--- src/rtl/seg7_bcd_scan_counter.sv ---
// Multi-digit BCD up/down counter with prescaled tick, clear/load, wrap flag and a
// time-multiplexed 7-segment scan driver with optional leading-zero blanking.
module seg7_bcd_scan_counter #(
  parameter int unsigned DIGITS   = 4,
  parameter int unsigned TICK_DIV = 4,
  parameter int unsigned SCAN_DIV = 2,
  parameter bit          BLANK_LZ = 1'b0
) (
  input  logic                clk_i,
  input  logic                rst_ni,
  input  logic                en_i,
  input  logic                up_i,
  input  logic                clr_i,
  input  logic                load_i,
  input  logic [4*DIGITS-1:0] load_val_i,
  output logic [4*DIGITS-1:0] bcd_o,
  output logic                wrap_o,
  output logic [DIGITS-1:0]   an_o,
  output logic [7:0]          seg_o
);

  localparam int unsigned PW = (TICK_DIV > 1) ? $clog2(TICK_DIV) : 1;
  localparam int unsigned TW = (SCAN_DIV > 1) ? $clog2(SCAN_DIV) : 1;
  localparam int unsigned IW = (DIGITS > 1) ? $clog2(DIGITS) : 1;
  localparam logic [PW-1:0] PresLast = PW'(TICK_DIV - 1);
  localparam logic [TW-1:0] TmrLast  = TW'(SCAN_DIV - 1);
  localparam logic [IW-1:0] IdxLast  = IW'(DIGITS - 1);

  logic [4*DIGITS-1:0] bcd_q, bcd_d;
  logic [PW-1:0]       presc_q, presc_d;
  logic                wrap_q, wrap_d;
  logic [TW-1:0]       tmr_q, tmr_d;
  logic [IW-1:0]       idx_q, idx_d;
  logic [DIGITS-1:0]   an_q, an_d;
  logic [7:0]          seg_q, seg_d;
  logic                tick, carry, upper_zero;
  logic [3:0]          nib, nib_s;

  function automatic logic [7:0] seg_decode(input logic [3:0] d);
    case (d)
      4'd0:    seg_decode = 8'b11111100;
      4'd1:    seg_decode = 8'b01100000;
      4'd2:    seg_decode = 8'b11011010;
      4'd3:    seg_decode = 8'b11110010;
      4'd4:    seg_decode = 8'b01100110;
      4'd5:    seg_decode = 8'b10110110;
      4'd6:    seg_decode = 8'b10111110;
      4'd7:    seg_decode = 8'b11100000;
      4'd8:    seg_decode = 8'b11111110;
      4'd9:    seg_decode = 8'b11100110;
      default: seg_decode = 8'b00000000;
    endcase
  endfunction

  assign tick = en_i && (presc_q == PresLast);

  always_comb begin
    bcd_d   = bcd_q;
    presc_d = presc_q;
    wrap_d  = 1'b0;
    carry   = 1'b0;
    nib     = 4'd0;
    if (clr_i) begin
      bcd_d   = '0;
      presc_d = '0;
    end else if (load_i) begin
      for (int i = 0; i < int'(DIGITS); i++) begin
        nib = load_val_i[4*i +: 4];
        bcd_d[4*i +: 4] = (nib > 4'd9) ? 4'd0 : nib;
      end
      presc_d = '0;
    end else if (tick) begin
      presc_d = '0;
      // Ripple carry/borrow; it survives the last digit only on a full wrap.
      carry   = 1'b1;
      for (int i = 0; i < int'(DIGITS); i++) begin
        nib = bcd_q[4*i +: 4];
        if (carry) begin
          if (up_i) begin
            if (nib == 4'd9) nib = 4'd0;
            else begin
              nib   = nib + 4'd1;
              carry = 1'b0;
            end
          end else begin
            if (nib == 4'd0) nib = 4'd9;
            else begin
              nib   = nib - 4'd1;
              carry = 1'b0;
            end
          end
        end
        bcd_d[4*i +: 4] = nib;
      end
      wrap_d = carry;
    end else if (en_i) begin
      presc_d = presc_q + 1'b1;
    end
  end

  always_comb begin
    tmr_d = tmr_q + 1'b1;
    idx_d = idx_q;
    if (tmr_q == TmrLast) begin
      tmr_d = '0;
      idx_d = (idx_q == IdxLast) ? '0 : idx_q + 1'b1;
    end
  end

  // Walk from the top digit down so upper_zero covers digits i..DIGITS-1.
  always_comb begin
    an_d       = '0;
    seg_d      = 8'b00000000;
    upper_zero = 1'b1;
    nib_s      = 4'd0;
    for (int i = int'(DIGITS) - 1; i >= 0; i--) begin
      nib_s      = bcd_q[4*i +: 4];
      upper_zero = upper_zero && (nib_s == 4'd0);
      if (idx_q == IW'(i)) begin
        an_d[i] = 1'b1;
        seg_d   = (BLANK_LZ && (i != 0) && upper_zero) ? 8'b00000000 : seg_decode(nib_s);
      end
    end
  end

  always_ff @(posedge clk_i or negedge rst_ni) begin
    if (!rst_ni) begin
      bcd_q   <= '0;
      presc_q <= '0;
      wrap_q  <= 1'b0;
      tmr_q   <= '0;
      idx_q   <= '0;
      an_q    <= DIGITS'(1);
      seg_q   <= 8'b11111100;
    end else begin
      bcd_q   <= bcd_d;
      presc_q <= presc_d;
      wrap_q  <= wrap_d;
      tmr_q   <= tmr_d;
      idx_q   <= idx_d;
      an_q    <= an_d;
      seg_q   <= seg_d;
    end
  end

  assign bcd_o  = bcd_q;
  assign wrap_o = wrap_q;
  assign an_o   = an_q;
  assign seg_o  = seg_q;

endmodule

--- config.mk ---
export PLATFORM = sky130hd
export DESIGN_NAME = seg7_bcd_scan_counter
export DESIGN_NICKNAME = d
export VERILOG_FILES = /design/src/rtl/seg7_bcd_scan_counter.sv
export SDC_FILE = /design/constraint.sdc
export NUM_CORES = 1
export LEC_CHECK = 0
export ABC_AREA = 1
export ABC_CLOCK_PERIOD_IN_PS = 2200
export BUFFER_PORTS_ARGS = -buffer_cell sky130_fd_sc_hd__clkbuf_2
export CAP_MARGIN = 20
export CORE_MARGIN = 3
export CORE_UTILIZATION = 57
export DETAILED_ROUTE_END_ITERATION = 8
export PLACE_DENSITY = 0.81
export SYNTH_ARGS = -nofsm -noshare
export SYNTH_HDL_FRONTEND = slang
export SYNTH_SLANG_ARGS = --single-unit
--- constraint.sdc ---
create_clock -name clk_i -period 2.2 [get_ports clk_i]
set_clock_uncertainty 0.1 [all_clocks]
set_input_delay 0.22 -clock clk_i [delete_from_list [all_inputs] [get_ports clk_i]]
set_output_delay 0.22 -clock clk_i [all_outputs]
set_load 0.05 [all_outputs]
==> out/metrics.json <==
{
  "peak_clock_frequency_supported_by_timing": {"value": 0.5239, "unit": "GHz"},
  "switching_share_of_total_power": {"value": 39.11, "unit": "%"},
  "max_stage_delay": {"value": 480, "unit": "ps"},
  "synth_enable_flop_cells": {"value": 0},
  "die-area": {"value": 6258, "unit": "um2"},
  "cts_root_buf": {"value": "clkbuf_8"},
  "cts.clk_slew.worst_paths": {"value": 70, "unit": "ps"},
  "max_fo_critical_path": {"value": 8},
  "reg_to_reg_slack_setup": {"value": 290, "unit": "ps"},
  "num-nets-final": {"value": 538},
  "final-setup-viol-count": {"value": 0},
  "seq_area_frac_synth": {"value": 27.39, "unit": "%"},
  "ys_dominant_reg_cell": {"value": "dfrtp_1"},
  "worst_slew_pin_slew": {"value": 834.4, "unit": "ps"},
  "leak_pwr": {"value": 1.896, "unit": "nW"},
  "placedInstanceArea": {"value": 3314, "unit": "um2"},
  "synth_largest_type_area_fraction": {"value": 21.36, "unit": "%"},
  "dp_worst_setup_slack": {"value": 337.8, "unit": "ps"},
  "cts.htree.levels": {"value": 2},
  "relSlewSlack": {"value": 44.37, "unit": "%"},
  "dr.first_iter.drc_count": {"value": 202},
  "cts_made_buffers": {"value": 5},
  "ctsLongestPathBuffers": {"value": 2},
  "finalInstanceArea": {"value": 3441, "unit": "um2"},
  "timing.final.max_slew_violations": {"value": 0},
  "wire_per_inst": {"value": 13.72, "unit": "um"},
  "detail_route.drc_violations": {"value": 0},
  "grt_antenna_before_repair": {"value": 0},
  "worst_setup_path_startpoint": {"value": "bcd_o[4]"},
  "clock_insertion_delay_worst_skew": {"value": 300, "unit": "ps"},
  "tritoncts_num_sinks": {"value": 33},
  "path_class": {"value": "register to register"},
  "p_seq_share": {"value": 35.1, "unit": "%"},
  "crit_end": {"value": "seg_o[3]"},
  "rows": {"value": 25},
  "status": {"value": "finished clean"},
  "synthArstFlopShare": {"value": 100.0, "unit": "%"},
  "avgViaCountPerCell": {"value": 5.485},
  "crit_path_start_kind": {"value": "register"},
  "reg2reg_to": {"value": "seg_o[3]"},
  "gp_routability_congestion": {"value": 0.9058},
  "place.port_buffers": {"value": 49},
  "gr_overflow_total": {"value": 0},
  "final_antenna_net_count": {"value": 0},
  "layout.area.seq": {"value": 834.6, "unit": "um2"},
  "slowest_stage": {"value": "dfrtp_1"},
  "cp_num_buf_inv": {"value": 1},
  "netlist_area": {"value": 3047, "unit": "um2"},
  "detailedRoute.firstPassIterationCount": {"value": 4},
  "drive_gt1_share": {"value": 20.66, "unit": "%"},
  "period_needed": {"value": 1909, "unit": "ps"},
  "area_of_the_multi_input_gates": {"value": 1924, "unit": "um2"},
  "power_report.internal_total": {"value": 1.235, "unit": "mW"},
  "global_route_wire_length_before_repair": {"value": 13170, "unit": "um"},
  "initial_core_util": {"value": 61.65, "unit": "%"},
  "power_density": {"value": 589.6, "unit": "nW/um2"},
  "yosys-top-cells-area": {"value": "dfrtp_1 (21%), nand2_1 (15%), ha_1 (14%)"},
  "die_width": {"value": 79.11, "unit": "um"},
  "floorplan.io_pins": {"value": 51},
  "design.core.area": {"value": 4942, "unit": "um2"},
  "final.setup.tns": {"value": 0, "unit": "ps"},
  "regToRegStartpoint": {"value": "bcd_o[4]"},
  "global_route.usage.total": {"value": 26.47, "unit": "%"},
  "number_of_max_cap_violations": {"value": 0},
  "worst-r2r-cell-count": {"value": 8},
  "yosys_register_bits": {"value": 33},
  "nFillCells": {"value": 450},
  "finalWirelength": {"value": 7558, "unit": "um"},
  "ys_warn_count": {"value": 0},
  "grt_max_degree": {"value": 34},
  "ir_worst_vdd": {"value": 0.5490, "unit": "mV"},
  "detailedPlacementHpwl": {"value": 5808, "unit": "um"},
  "synth.distinct_cells": {"value": 37},
  "power.net_switching": {"value": 793.3, "unit": "uW"},
  "final_hold_violation_count": {"value": 0},
  "fp.dieH": {"value": 79.11, "unit": "um"},
  "synthDominantAreaCellType": {"value": "dfrtp_1"},
  "post-cts-setup-buffers": {"value": 0},
  "grt_pass1_vias": {"value": 3022},
  "syn_nets": {"value": 488},
  "area_delta_synth_final": {"value": 12.94, "unit": "%"},
  "holdCritPathClass": {"value": "input port to register"},
  "critical_path_required": {"value": 2330, "unit": "ps"},
  "n_antenna_cell": {"value": 0},
  "synthesis.instances": {"value": 433},
  "pwr-share-comb": {"value": 35.2, "unit": "%"},
  "cts_tree": {"value": "done"},
  "setup_slack": {"value": 291.3, "unit": "ps"},
  "power_frac_clock": {"value": 29.8, "unit": "%"},
  "critPathCaptureType": {"value": "register"},
  "critical_path_arrival": {"value": 2040, "unit": "ps"},
  "grt_setup_unrepaired": {"value": "no"},
  "post-route-period-util": {"value": 86.76, "unit": "%"},
  "post_synthesis_area_per_instance": {"value": 7.036, "unit": "um2"},
  "cpLargestDelayFamily": {"value": "simple AND/OR/NAND/NOR gates"},
  "via_count": {"value": 3022},
  "stages_on_worst_setup_path": {"value": 8},
  "crit_chain": {"value": "inv_1 -> ha_1 -> ha_1 -> or2_2 -> o21ai_0 -> nand3_1 -> nand3_1 -> nand2_1"}
}
-- repair_timing --
item / 4_1_cts / 5_1_grt
gates resized for setup: 0 / 0
endpoints found under the hold margin: 26 / 0
hold buffers: 1 / 0
-- state kept, by name, indices dropped and copies added, names as in the netlist --
signal,cells
bcd_o,16
seg_o,7
an_o,4
idx_q,2
presc_q,2
tmr_q,1
wrap_o,1
-- logic make-up after synthesis --
logic type	after synthesis	share of synthesized area, %
xor+xnor	5	1.437
mux	1	0.3286
fa+ha+maj	33	13.55
other cells	1	0.1231
compound gates	74	13.68
flops	33	27.39
simple gates	226	34.05
buf+inv	60	9.446
-- worst min-delay path by stage --
stage / start / to / slack, ps / cells past startpoint
after floorplan: rst_ni / an_o[1] / -180 / 0
after global placement: rst_ni / tmr_q / 250 / 1
after detailed placement: rst_ni / tmr_q / 260 / 1
after CTS: en_i / presc_q[0] / 130 / 3
after global routing: en_i / presc_q[0] / 140 / 3
final: en_i / presc_q[0] / 140 / 3
-- placed cells by master (no fill, tap or decap), types with 7 or more instances in the layout --
master / n
dfstp_2: 7
clkbuf_2: 49
nand2_1: 125
inv_1: 39
ha_1: 33
o21ai_0: 35
dfrtp_1: 26
a21oi_1: 18
nor2_1: 27
nand3_1: 44
inv_2: 7
-- layer usage --
layer | share of wire (%) | up-vias | GRT usage (%) | wire, um
li1 | - | 1516 | - | -
met1 | 43 | 1394 | 32.41 | 3251
met2 | 49 | 99 | 44.61 | 3720
met3 | 6.1 | 13 | 5.669 | 460
met4 | 1.7 | 0 | 11.68 | 126
met5 | 0 | - | 0 | 0
-- Yosys cell counts, types with 2 or more instances --
cell,number
nor3_1,2
dfstp_2,7
nand3b_1,2
or2_2,6
a31oi_1,4
o21ai_0,35
o21a_1,2
buf_4,4
nand2_1,125
nand3_2,2
nand2_2,6
a21oi_1,18
buf_6,5
nor2_1,27
o21ai_1,3
inv_1,39
ha_1,33
nand4_1,4
o211ai_1,5
xor2_1,4
nor2_4,3
o22ai_1,4
nand2_4,2
buf_2,4
nand3_1,44
dfrtp_1,26
inv_2,7
-- power groups by stage --
stage	Clock (mW)	Combinational, mW	Sequential, mW
3_3_place_gp	0	0.688	0.718
3_5_place_dp	0	0.702	0.721
6_report	0.604	0.713	0.712
2_1_floorplan	0	0.417	0.839
4_1_cts	0.610	0.710	0.711
5_1_grt	0.643	0.795	0.721
-- metrics by stage --
stage	total power [mW]	hold slack [ps]	cells	utilization (%)
after floorplan	1.255	-175.6	433	-
after global placement	1.406	251.9	542	67.06
after detailed placement	1.423	263.0	542	67.06
after CTS	2.031	134.1	551	69.62
after global routing	2.159	141.8	551	69.62
final	2.029	136.0	551	69.62
-- area by class of cell --
cell class | instances | area share, %
Timing Repair Buffer | 56 | 8.727
Clock inverter | 1 | 0.8727
Inverter | 47 | 5.273
Multi-Input combinational cell | 340 | 55.93
Sequential cell | 33 | 24.25
Tap cell | 67 | 2.436
Clock buffer | 7 | 2.509
-- worst min-delay path: cells and delay by family --
family        cells  cell delay, ps
xor+xnor          1             120
simple gates      1              40
buf+inv           1             120
(Power assumes the default switching activity.)
